$ cat config.mk
export PLATFORM = sky130hd
export DESIGN_NAME = commit_monitor
export DESIGN_NICKNAME = d
export VERILOG_FILES = /design/src/rtl/commit_pkg.sv /design/src/rtl/commit_lane_mask.sv /design/src/rtl/commit_monitor.sv
export SDC_FILE = /design/constraint.sdc
export NUM_CORES = 1
export LEC_CHECK = 0
export BUFFER_PORTS_ARGS = -buffer_cell sky130_fd_sc_hd__buf_2
export CAP_MARGIN = 20
export CORE_AREA = 2 2 342 344
export CTS_CLUSTER_DIAMETER = 30
export CTS_CLUSTER_SIZE = 12
export DETAILED_ROUTE_END_ITERATION = 6
export DIE_AREA = 0 0 344 346
export GPL_TIMING_DRIVEN = 0
export PLACE_DENSITY_LB_ADDON = 0.15
export SYNTH_ARGS = -nofsm -noshare
export SYNTH_HDL_FRONTEND = slang
export SYNTH_SLANG_ARGS = --single-unit
$ cat constraint.sdc
create_clock -name clk -period 2.2 [get_ports clk]
set_clock_uncertainty 0.1 [all_clocks]
set_input_delay 0.11 -clock clk [delete_from_list [all_inputs] [get_ports clk]]
set_output_delay 0.11 -clock clk [all_outputs]
set_load 0.05 [all_outputs]
$ cat src/rtl/commit_pkg.sv
// Shared constants and FSM state type for the commit monitor.
package commit_pkg;

   localparam logic [6:0] TRAP_OPCODE  = 7'h6b;
   localparam logic [7:0] TIMEOUT_CODE = 8'hFF;

   typedef enum logic [1:0] {
      IDLE = 2'd0,
      RUN  = 2'd1,
      HALT = 2'd2,
      TOUT = 2'd3
   } cm_state_e;

endpackage

$ cat src/rtl/commit_lane_mask.sv
// Accepted-lane mask for one retire group: in-order prefix of valid lanes,
// truncated after the oldest trap instruction.
module commit_lane_mask
   import commit_pkg::*;
#(
   parameter int unsigned COMMIT_WIDTH = 2,
   parameter int unsigned IDX_W        = 1,
   parameter int unsigned CNT_W        = 2
) (
   input  logic [COMMIT_WIDTH-1:0]   in_valid,
   input  logic [COMMIT_WIDTH*7-1:0] in_opcode,
   output logic [COMMIT_WIDTH-1:0]   acc_mask,
   output logic                      trap_hit,
   output logic [IDX_W-1:0]          trap_idx,
   output logic [CNT_W-1:0]          acc_cnt
);

   logic open_q;

   always_comb begin
      acc_mask = '0;
      trap_hit = 1'b0;
      trap_idx = '0;
      acc_cnt  = '0;
      open_q   = 1'b1;
      for (int i = 0; i < int'(COMMIT_WIDTH); i++) begin
         if (open_q && in_valid[i]) begin
            acc_mask[i] = 1'b1;
            acc_cnt     = acc_cnt + CNT_W'(1);
            // The trap lane itself commits; everything younger is dropped.
            if (in_opcode[i*7 +: 7] == TRAP_OPCODE) begin
               trap_hit = 1'b1;
               trap_idx = IDX_W'(i);
               open_q   = 1'b0;
            end
         end else begin
            open_q = 1'b0;
         end
      end
   end

endmodule

$ cat src/rtl/commit_monitor.sv
// Multi-lane retirement monitor: registers accepted commits, tracks cycle and
// instruction counts, detects the trap instruction and runs a no-commit watchdog.
//
// state | meaning
// IDLE  | after reset, waiting for the first commit; watchdog inactive
// RUN   | committing; watchdog counts cycles without a commit
// HALT  | trap instruction retired; inputs ignored until reset
// TOUT  | watchdog expired; inputs ignored until reset
module commit_monitor
   import commit_pkg::*;
#(
   parameter int unsigned      COMMIT_WIDTH = 2,
   parameter int unsigned      XLEN         = 64,
   parameter logic [XLEN-1:0]  PC_START     = 'h8000_0000,
   parameter int unsigned      TIMEOUT      = 5000
) (
   input  logic                         clk,
   input  logic                         rst,
   input  logic [COMMIT_WIDTH-1:0]      in_valid,
   input  logic [COMMIT_WIDTH*XLEN-1:0] in_pc,
   input  logic [COMMIT_WIDTH*32-1:0]   in_inst,
   input  logic [COMMIT_WIDTH-1:0]      in_wen,
   input  logic [COMMIT_WIDTH*5-1:0]    in_wdest,
   input  logic [COMMIT_WIDTH*XLEN-1:0] in_wdata,
   input  logic [COMMIT_WIDTH-1:0]      in_mmio,
   input  logic [7:0]                   trap_code_src,
   output logic [COMMIT_WIDTH-1:0]      cmt_valid,
   output logic [COMMIT_WIDTH*XLEN-1:0] cmt_pc,
   output logic [COMMIT_WIDTH*32-1:0]   cmt_inst,
   output logic [COMMIT_WIDTH-1:0]      cmt_wen,
   output logic [COMMIT_WIDTH*8-1:0]    cmt_wdest,
   output logic [COMMIT_WIDTH*XLEN-1:0] cmt_wdata,
   output logic [COMMIT_WIDTH-1:0]      cmt_skip,
   output logic                         trap_valid,
   output logic [7:0]                   trap_code,
   output logic [XLEN-1:0]              trap_pc,
   output logic [63:0]                  cycle_cnt,
   output logic [63:0]                  instr_cnt,
   output logic                         timeout
);

   localparam int unsigned IDX_W = (COMMIT_WIDTH > 1) ? $clog2(COMMIT_WIDTH) : 1;
   localparam int unsigned CNT_W = $clog2(COMMIT_WIDTH + 1);
   localparam int unsigned WD_W  = $clog2(TIMEOUT);

   cm_state_e state_q, state_d;

   logic [COMMIT_WIDTH*7-1:0] lane_op;
   logic [COMMIT_WIDTH-1:0]   mask_raw, acc;
   logic                      trap_hit, trap_take, any_acc, active, wd_expire;
   logic [IDX_W-1:0]          trap_idx;
   logic [CNT_W-1:0]          acc_cnt;
   logic [XLEN-1:0]           trap_pc_sel, last_pc_sel;

   logic [COMMIT_WIDTH-1:0]      cmt_valid_q, cmt_wen_q, cmt_skip_q;
   logic [COMMIT_WIDTH-1:0]      cmt_wen_d, cmt_skip_d;
   logic [COMMIT_WIDTH*XLEN-1:0] cmt_pc_q, cmt_pc_d, cmt_wdata_q, cmt_wdata_d;
   logic [COMMIT_WIDTH*32-1:0]   cmt_inst_q, cmt_inst_d;
   logic [COMMIT_WIDTH*8-1:0]    cmt_wdest_q, cmt_wdest_d;
   logic [63:0]                  cycle_q, instr_q;
   logic [WD_W-1:0]              wdog_q;
   logic [XLEN-1:0]              last_pc_q, trap_pc_q;
   logic [7:0]                   trap_code_q;

   always_comb begin
      lane_op = '0;
      for (int i = 0; i < int'(COMMIT_WIDTH); i++) begin
         lane_op[i*7 +: 7] = in_inst[i*32 +: 7];
      end
   end

   commit_lane_mask #(
      .COMMIT_WIDTH (COMMIT_WIDTH),
      .IDX_W        (IDX_W),
      .CNT_W        (CNT_W)
   ) u_lane_mask (
      .in_valid  (in_valid),
      .in_opcode (lane_op),
      .acc_mask  (mask_raw),
      .trap_hit  (trap_hit),
      .trap_idx  (trap_idx),
      .acc_cnt   (acc_cnt)
   );

   always_ff @(posedge clk or negedge rst) begin
      if (!rst) state_q <= IDLE;
      else      state_q <= state_d;
   end

   always_comb begin
      state_d = state_q;
      unique case (state_q)
         IDLE: begin
            if (trap_take)    state_d = HALT;
            else if (any_acc) state_d = RUN;
         end
         RUN: begin
            if (trap_take)      state_d = HALT;
            else if (wd_expire) state_d = TOUT;
         end
         default: state_d = state_q;
      endcase
   end

   always_comb begin
      active     = (state_q == IDLE) || (state_q == RUN);
      trap_valid = (state_q == HALT) || (state_q == TOUT);
      timeout    = (state_q == TOUT);
   end

   assign acc       = active ? mask_raw : '0;
   assign any_acc   = |acc;
   assign trap_take = active && trap_hit;
   assign wd_expire = (state_q == RUN) && !any_acc && (wdog_q == WD_W'(TIMEOUT - 1));

   // Dropped lanes present all-zero fields so downstream never sees stale data.
   always_comb begin
      cmt_pc_d    = '0;
      cmt_inst_d  = '0;
      cmt_wen_d   = '0;
      cmt_wdest_d = '0;
      cmt_wdata_d = '0;
      cmt_skip_d  = '0;
      trap_pc_sel = '0;
      last_pc_sel = '0;
      for (int i = 0; i < int'(COMMIT_WIDTH); i++) begin
         if (IDX_W'(i) == trap_idx) trap_pc_sel = in_pc[i*XLEN +: XLEN];
         if (acc[i]) begin
            last_pc_sel               = in_pc[i*XLEN +: XLEN];
            cmt_pc_d[i*XLEN +: XLEN]    = in_pc[i*XLEN +: XLEN];
            cmt_inst_d[i*32 +: 32]      = in_inst[i*32 +: 32];
            cmt_wen_d[i]                = in_wen[i];
            cmt_wdest_d[i*8 +: 8]       = {3'b000, in_wdest[i*5 +: 5]};
            cmt_wdata_d[i*XLEN +: XLEN] = in_wdata[i*XLEN +: XLEN];
            cmt_skip_d[i]               = (in_pc[i*XLEN +: XLEN] == PC_START) | in_mmio[i];
         end
      end
   end

   always_ff @(posedge clk or negedge rst) begin
      if (!rst) begin
         cmt_valid_q <= '0;
         cmt_pc_q    <= '0;
         cmt_inst_q  <= '0;
         cmt_wen_q   <= '0;
         cmt_wdest_q <= '0;
         cmt_wdata_q <= '0;
         cmt_skip_q  <= '0;
         cycle_q     <= '0;
         instr_q     <= '0;
         wdog_q      <= '0;
         last_pc_q   <= '0;
         trap_pc_q   <= '0;
         trap_code_q <= '0;
      end else begin
         cmt_valid_q <= acc;
         cmt_pc_q    <= cmt_pc_d;
         cmt_inst_q  <= cmt_inst_d;
         cmt_wen_q   <= cmt_wen_d;
         cmt_wdest_q <= cmt_wdest_d;
         cmt_wdata_q <= cmt_wdata_d;
         cmt_skip_q  <= cmt_skip_d;
         if (active) begin
            cycle_q <= cycle_q + 64'd1;
            instr_q <= instr_q + 64'(acc_cnt);
         end
         if (any_acc) last_pc_q <= last_pc_sel;
         if (any_acc || state_q != RUN) wdog_q <= '0;
         else                           wdog_q <= wdog_q + WD_W'(1);
         if (trap_take) begin
            trap_code_q <= trap_code_src;
            trap_pc_q   <= trap_pc_sel;
         end else if (wd_expire) begin
            trap_code_q <= TIMEOUT_CODE;
            trap_pc_q   <= last_pc_q;
         end
      end
   end

   assign cmt_valid = cmt_valid_q;
   assign cmt_pc    = cmt_pc_q;
   assign cmt_inst  = cmt_inst_q;
   assign cmt_wen   = cmt_wen_q;
   assign cmt_wdest = cmt_wdest_q;
   assign cmt_wdata = cmt_wdata_q;
   assign cmt_skip  = cmt_skip_q;
   assign cycle_cnt = cycle_q;
   assign instr_cnt = instr_q;
   assign trap_code = trap_code_q;
   assign trap_pc   = trap_pc_q;

endmodule

# After elaboration in Yosys (flattened, before gate mapping)
# Index checks and enable logic that the tools add are counted.
# totals
reg_bits	621
out_inout_bits	544
elab_cells	81
# op_classes
add_sub_neg	4
eq_ne	11
n_mux	37
bitwise	2
n_reduce_logical	13
# ops
op	n
two-way mux 64 bit	8
== test 64 x 32 -> 1 bit (second input constant)	2
adder 64 x 1 -> 64 bit (second input constant)	1
adder 64 x 2 -> 64 bit	1
two-way mux 32 bit	2
two-way mux 8 bit	2
two-way mux 1 bit	15
== test 7 bit (second input constant)	2
adder 13 x 1 -> 13 bit (second input constant)	1
== test 13 bit (second input constant)	1
two-way mux 13 bit	1
two-way mux 2 bit	6
two-way mux 5 bit	2
!= test 3 bit (second input constant)	2
== test 2 bit (second input constant)	2
logical AND 1 bit	4
one-hot mux 2 bit (2 select lines)	1
nonzero test 2 bit	2
logical OR 1 bit	3
AND reduction 3 bit	1
adder 1 x 1 -> 2 bit (second input constant)	1
== test 2 x 1 -> 1 bit (second input constant)	1
logical NOT 2 bit	1
!= test 2 x 1 -> 1 bit (second input constant)	1
other kinds (3)	4

# Longest topological paths before layout
# logic_depth
ltp_word	13
mapped_depth	12
mapped_depth_nobuf	11

# Hierarchy
# From an unflattened synthesis, not the netlist that was laid out.
# unflattened
cells_unflattened	2158
hier_area_um2	24449.7
# modules_own_cells
module	n_inst	cells_per_inst	area_per_inst_um2	seq_area_each_um2
commit_monitor	1	2145	24334.6	15389.8
commit_lane_mask	1	13	115.1	0.0

# Worst setup path before layout
# OpenSTA, ideal clock, no wires.
# synth_path
kind	input to register
startpoint	input in_inst[4]
endpoint	register instr_q[56], in the netlist instr_cnt[56]
t_arrival_ns	2.703
required_time_ns	1.955
path_slack_ns	-0.748
cell_stages	12
n_path_buf	1
path_cell_list	nand4b_1 -> o311ai_1 -> inv_1 -> ha_1 -> ha_1 -> inv_1 -> fa_1 -> nor3_2 -> nand3_2 -> buf_2 -> nor4_1 -> xor2_1
# synth_via
elab_chain_cells	6
# synth_lines
item	line	text
start, declared	commit_monitor.sv:21	input logic [COMMIT_WIDTH*32-1:0] in_inst,
== test 7 bit	commit_lane_mask.sv:31	if (in_opcode[i*7 +: 7] == TRAP_OPCODE) begin
two-way mux 1 bit	commit_lane_mask.sv:31	
two-way mux 1 bit	commit_lane_mask.sv:27	if (open_q && in_valid[i]) begin
logical AND 1 bit	commit_lane_mask.sv:27	
two-way mux 2 bit	commit_lane_mask.sv:27	
adder 64 x 2 -> 64 bit	commit_monitor.sv:165	instr_q <= instr_q + 64'(acc_cnt);
end signal, assigned	commit_monitor.sv:165	
end, declared	commit_monitor.sv:60	logic [63:0] cycle_q, instr_q;
# No other way between the ends.
# A chain may end at the register's enable or synchronous reset.

# Worst setup path after layout
# layout_path
startpoint	register wdog_q[10]
endpoint	register trap_pc_q[61], in the netlist trap_pc[61]
# layout_via
elab_chain_cells	3
# layout_lines
item	line	text
start, declared	commit_monitor.sv:61	logic [WD_W-1:0] wdog_q;
start signal, assigned	commit_monitor.sv:169	else wdog_q <= wdog_q + WD_W'(1);
== test 13 bit	commit_monitor.sv:114	assign wd_expire = (state_q == RUN) && !any_acc && (wdog_q == WD_W'(TIMEOUT - 1));
logical AND 1 bit	commit_monitor.sv:114	
nonzero test 2 bit (no source line)	--	
end signal, assigned	commit_monitor.sv:172	trap_pc_q <= trap_pc_sel;
end signal, assigned	commit_monitor.sv:175	trap_pc_q <= last_pc_q;
end, declared	commit_monitor.sv:62	logic [XLEN-1:0] last_pc_q, trap_pc_q;
# No other way between the ends.

==> run metrics <==
pwr dens=1070 nW/um^2; relative slew slack=0.358; DR vias/cell=4.20; HPWL Detailed=83300 um; Worst Setup SP=wdog_q[10]$_DFF_PN0_; CTS Buf Count=185; Post-synth ARST share=1.00; initial drt markers=1095; largest net degree at the start of global routing=110; setup violators final=38; Final min period=2.27 ns; IO buf count=883; Die ar.=119000 um^2; commonest non-fill, non-tap cell in the layout=buf_2; clk sinks=615; root buf cell=clkbuf_16; area fraction of the dominant cell type after synthesis=0.643; P_leak=0.0220 uW; share of cells above drive strength 1=0.388; RePlAce Congestion=0.815; Core ar.=115000 um^2; H-tree levels=4; GRT Util Overall=0.192; top cells by area, synth=dfrtp_1, and2_1, nand2_1; num rows=125; total global routing overflow=0; max frequency=441 MHz; Ports=890; sw frac=0.287; Pint=34100 uW; Final Non-Filler Cells=5418; initial antenna violation count=24; total power=47800 uW; Synth Register Bits=615; area grow syn2layout=86.1%; Hold WC Path Type=input port to flip-flop; drt pass-1 iters=5; CTS tree=done; Synth warnings=0; CP required=2.73 ns; placed cells=4427; Reg2Reg Launch Point=wdog_q[10]$_DFF_PN0_; via count=22.8k; reg2reg end=trap_pc[61]$_DFFE_PN0P_; status=complete, but fails checks; Synth Cell Area=23900 um^2; Placed Area=30700 um^2; Worst setup SP type=flip-flop; commonest cells after routing, fill and taps aside=buf_2, dfrtp_1, dlygate4sd3_1; Die Y-Extent=346 um; Synth Area per Inst=11.9 um^2; Setup crit end kind=flip-flop; Worst-Margin Slew=0.962 ns; clock share of power=0.572; Comb power frac=0.159; net count reported at finish=4068; Die X=344 um; Reg2Reg Setup Slack=-0.07 ns; Routed WL per cell=21.6 um; Worst Path Max Fanout=10; capture point of the critical path=trap_pc[61]$_DFFE_PN0P_; Switch Pwr=13700 uW; WS Path Type=flip-flop to flip-flop; sequential fraction of the synthesis area=0.643; Initial Util=0.207; Clock Latency Late Sink=0.79 ns; failing checks=negative setup slack; finished layout cell area=44500 um^2; Post-synth EDFFs=0; WL final=117000 um; Clock transition at path regs=0.04 ns; Hold Crit Start=in_wdata[58]; Residual DRC=0; Seq pwr share=0.270; post-route ant nets=0; max-cap check violation count=0; Mapped Cells=2007; RSZ-0062 raised after global routing=true; global-route wire length before repair=167000 um; clk buf depth=3; Yosys top cell by area=dfrtp_1; Pins Over Slew Limit=0; number of global-route vias before repair=24.6k; fin worst setup slack=-0.0673 ns; final hold vios=0; Post-synth top flop=dfrtp_1; Max IR drop VDD=0.640 mV; synth unique cells=48; R2R depth=7; WP data arrival=2.79 ns; Period Utilization, post-route=1.03
[cell type report]
type / count / area, um^2
Fill cell: 11430 / 70900
Sequential cell: 615 / 15400
Timing Repair Buffer: 1520 / 11000
Multi-Input combinational cell: 1268 / 8790
Clock buffer: 266 / 5350
Tap cell: 1524 / 1910
Clock inverter: 79 / 1170
Buffer: 105 / 736
Inverter: 21 / 82.6
Antenna cell: 20 / 50.0
[logic make-up (layout without fill, tap and decap cells)]
group | count (synthesis) | after routing | synth area share
multiplexers | 2 | 2 | 0.000941
adder cells (fa/ha/maj) | 6 | 6 | 0.00345
buffers and inverters | 129 | 1991 | 0.0223
AND/OR/NAND/NOR | 911 | 911 | 0.213
flip-flops | 615 | 615 | 0.643
XOR/XNOR | 135 | 135 | 0.0494
AO/OA/AOI/OAI | 208 | 208 | 0.0673
other | 1 | 26 | 0.000157
[how the worst min path moves through the flow]
stage / slack, ns / depth (start not counted) / end
global placement: 0.22 / 2 / cmt_inst[61]$_DFF_PN0_
finish: 0.05 / 3 / cmt_wdata[58]$_DFF_PN0_
CTS: 0.00009 / 3 / cmt_wdata[71]$_DFF_PN0_
detailed placement: -0.15 / 1 / instr_cnt[36]$_DFFE_PN0N_
global route: 0.02 / 3 / cmt_wdata[61]$_DFF_PN0_
floorplan: -0.29 / 0 / cmt_inst[0]$_DFF_PN0_
[power groups by stage]
stage / registers, uW / logic (uW) / clock network (uW)
after global placement: 13000 / 6450 / 0
final: 12900 / 7580 / 27300
after CTS: 12900 / 7450 / 27800
after global routing: 13000 / 8030 / 28600
after floorplan: 15400 / 1500 / 0
after detailed placement: 13000 / 6480 / 0
[sequential cells by signal, summed over array words and instances, names as in the netlist]
| register | cells |
|---|---|
| last_pc_q | 64 |
| cmt_inst | 64 |
| trap_pc | 64 |
| cmt_skip | 2 |
| cmt_pc | 128 |
| state_q | 2 |
| cmt_wen | 2 |
| wdog_q | 13 |
| cmt_valid | 2 |
| instr_cnt | 64 |
| cmt_wdest | 10 |
| trap_code | 8 |
| cycle_cnt | 64 |
| cmt_wdata | 128 |
[synthesized netlist by cell type, drive strengths merged (2+ instances only)]
master    n
dfrtp   615
and2    338
nand2   195
clkbuf   80
xor2     70
nor2     66
nor2b    66
xnor2    65
a211oi   64
a31oi    64
a221o    63
nor4     60
nand3    55
nand4    50
nor3     32
buf      28
inv      21
and3     19
o21ai    10
and4      5
ha        5
or4       5
nand2b    4
nand4b    4
nor4b     4
or3       4
a21oi     2
mux2      2
o21a      2
[what timing repair did]
action	in CTS	in global routing
resized for setup	150	114
hold buffers	560	0
endpoints found under the hold margin	853	0
buffers inserted	44	20
pin swaps	63	22
endpoints found under the setup margin	538	437
cloned	5	3
[worst max-delay path: stages (launching register included)]
cell	delay [ns]
dfrtp_1	0.39
or4bb_1	0.56
nor4_4	0.33
buf_4	0.24
buf_8	0.16
nor2b_1	0.05
a211oi_1	0.24
a31oi_1	0.06
[stage by stage]
step                setup slack (ns)  hold slack, ns   util  setup TNS [ns]
finish                       -0.0673          0.0521  0.386           -1.08
global route                  -0.176          0.0157  0.386           -7.29
CTS                           -0.179       0.0000929  0.380           -4.61
detailed placement             -1.79          -0.149  0.266         -475.65
global placement              -14.78           0.217  0.264        -8876.89
floorplan                     -0.415          -0.286      -          -12.71
[metal layers]
layer  routed length [um]  part of all wire  global-route usage
met4                 4820             0.041              0.0881
met2                55000              0.47               0.308
met3                 9960             0.085              0.0709
met5                   13           0.00011                   0
met1                47000              0.40               0.228
No activity file was read; power rests on OpenSTA's default activity.
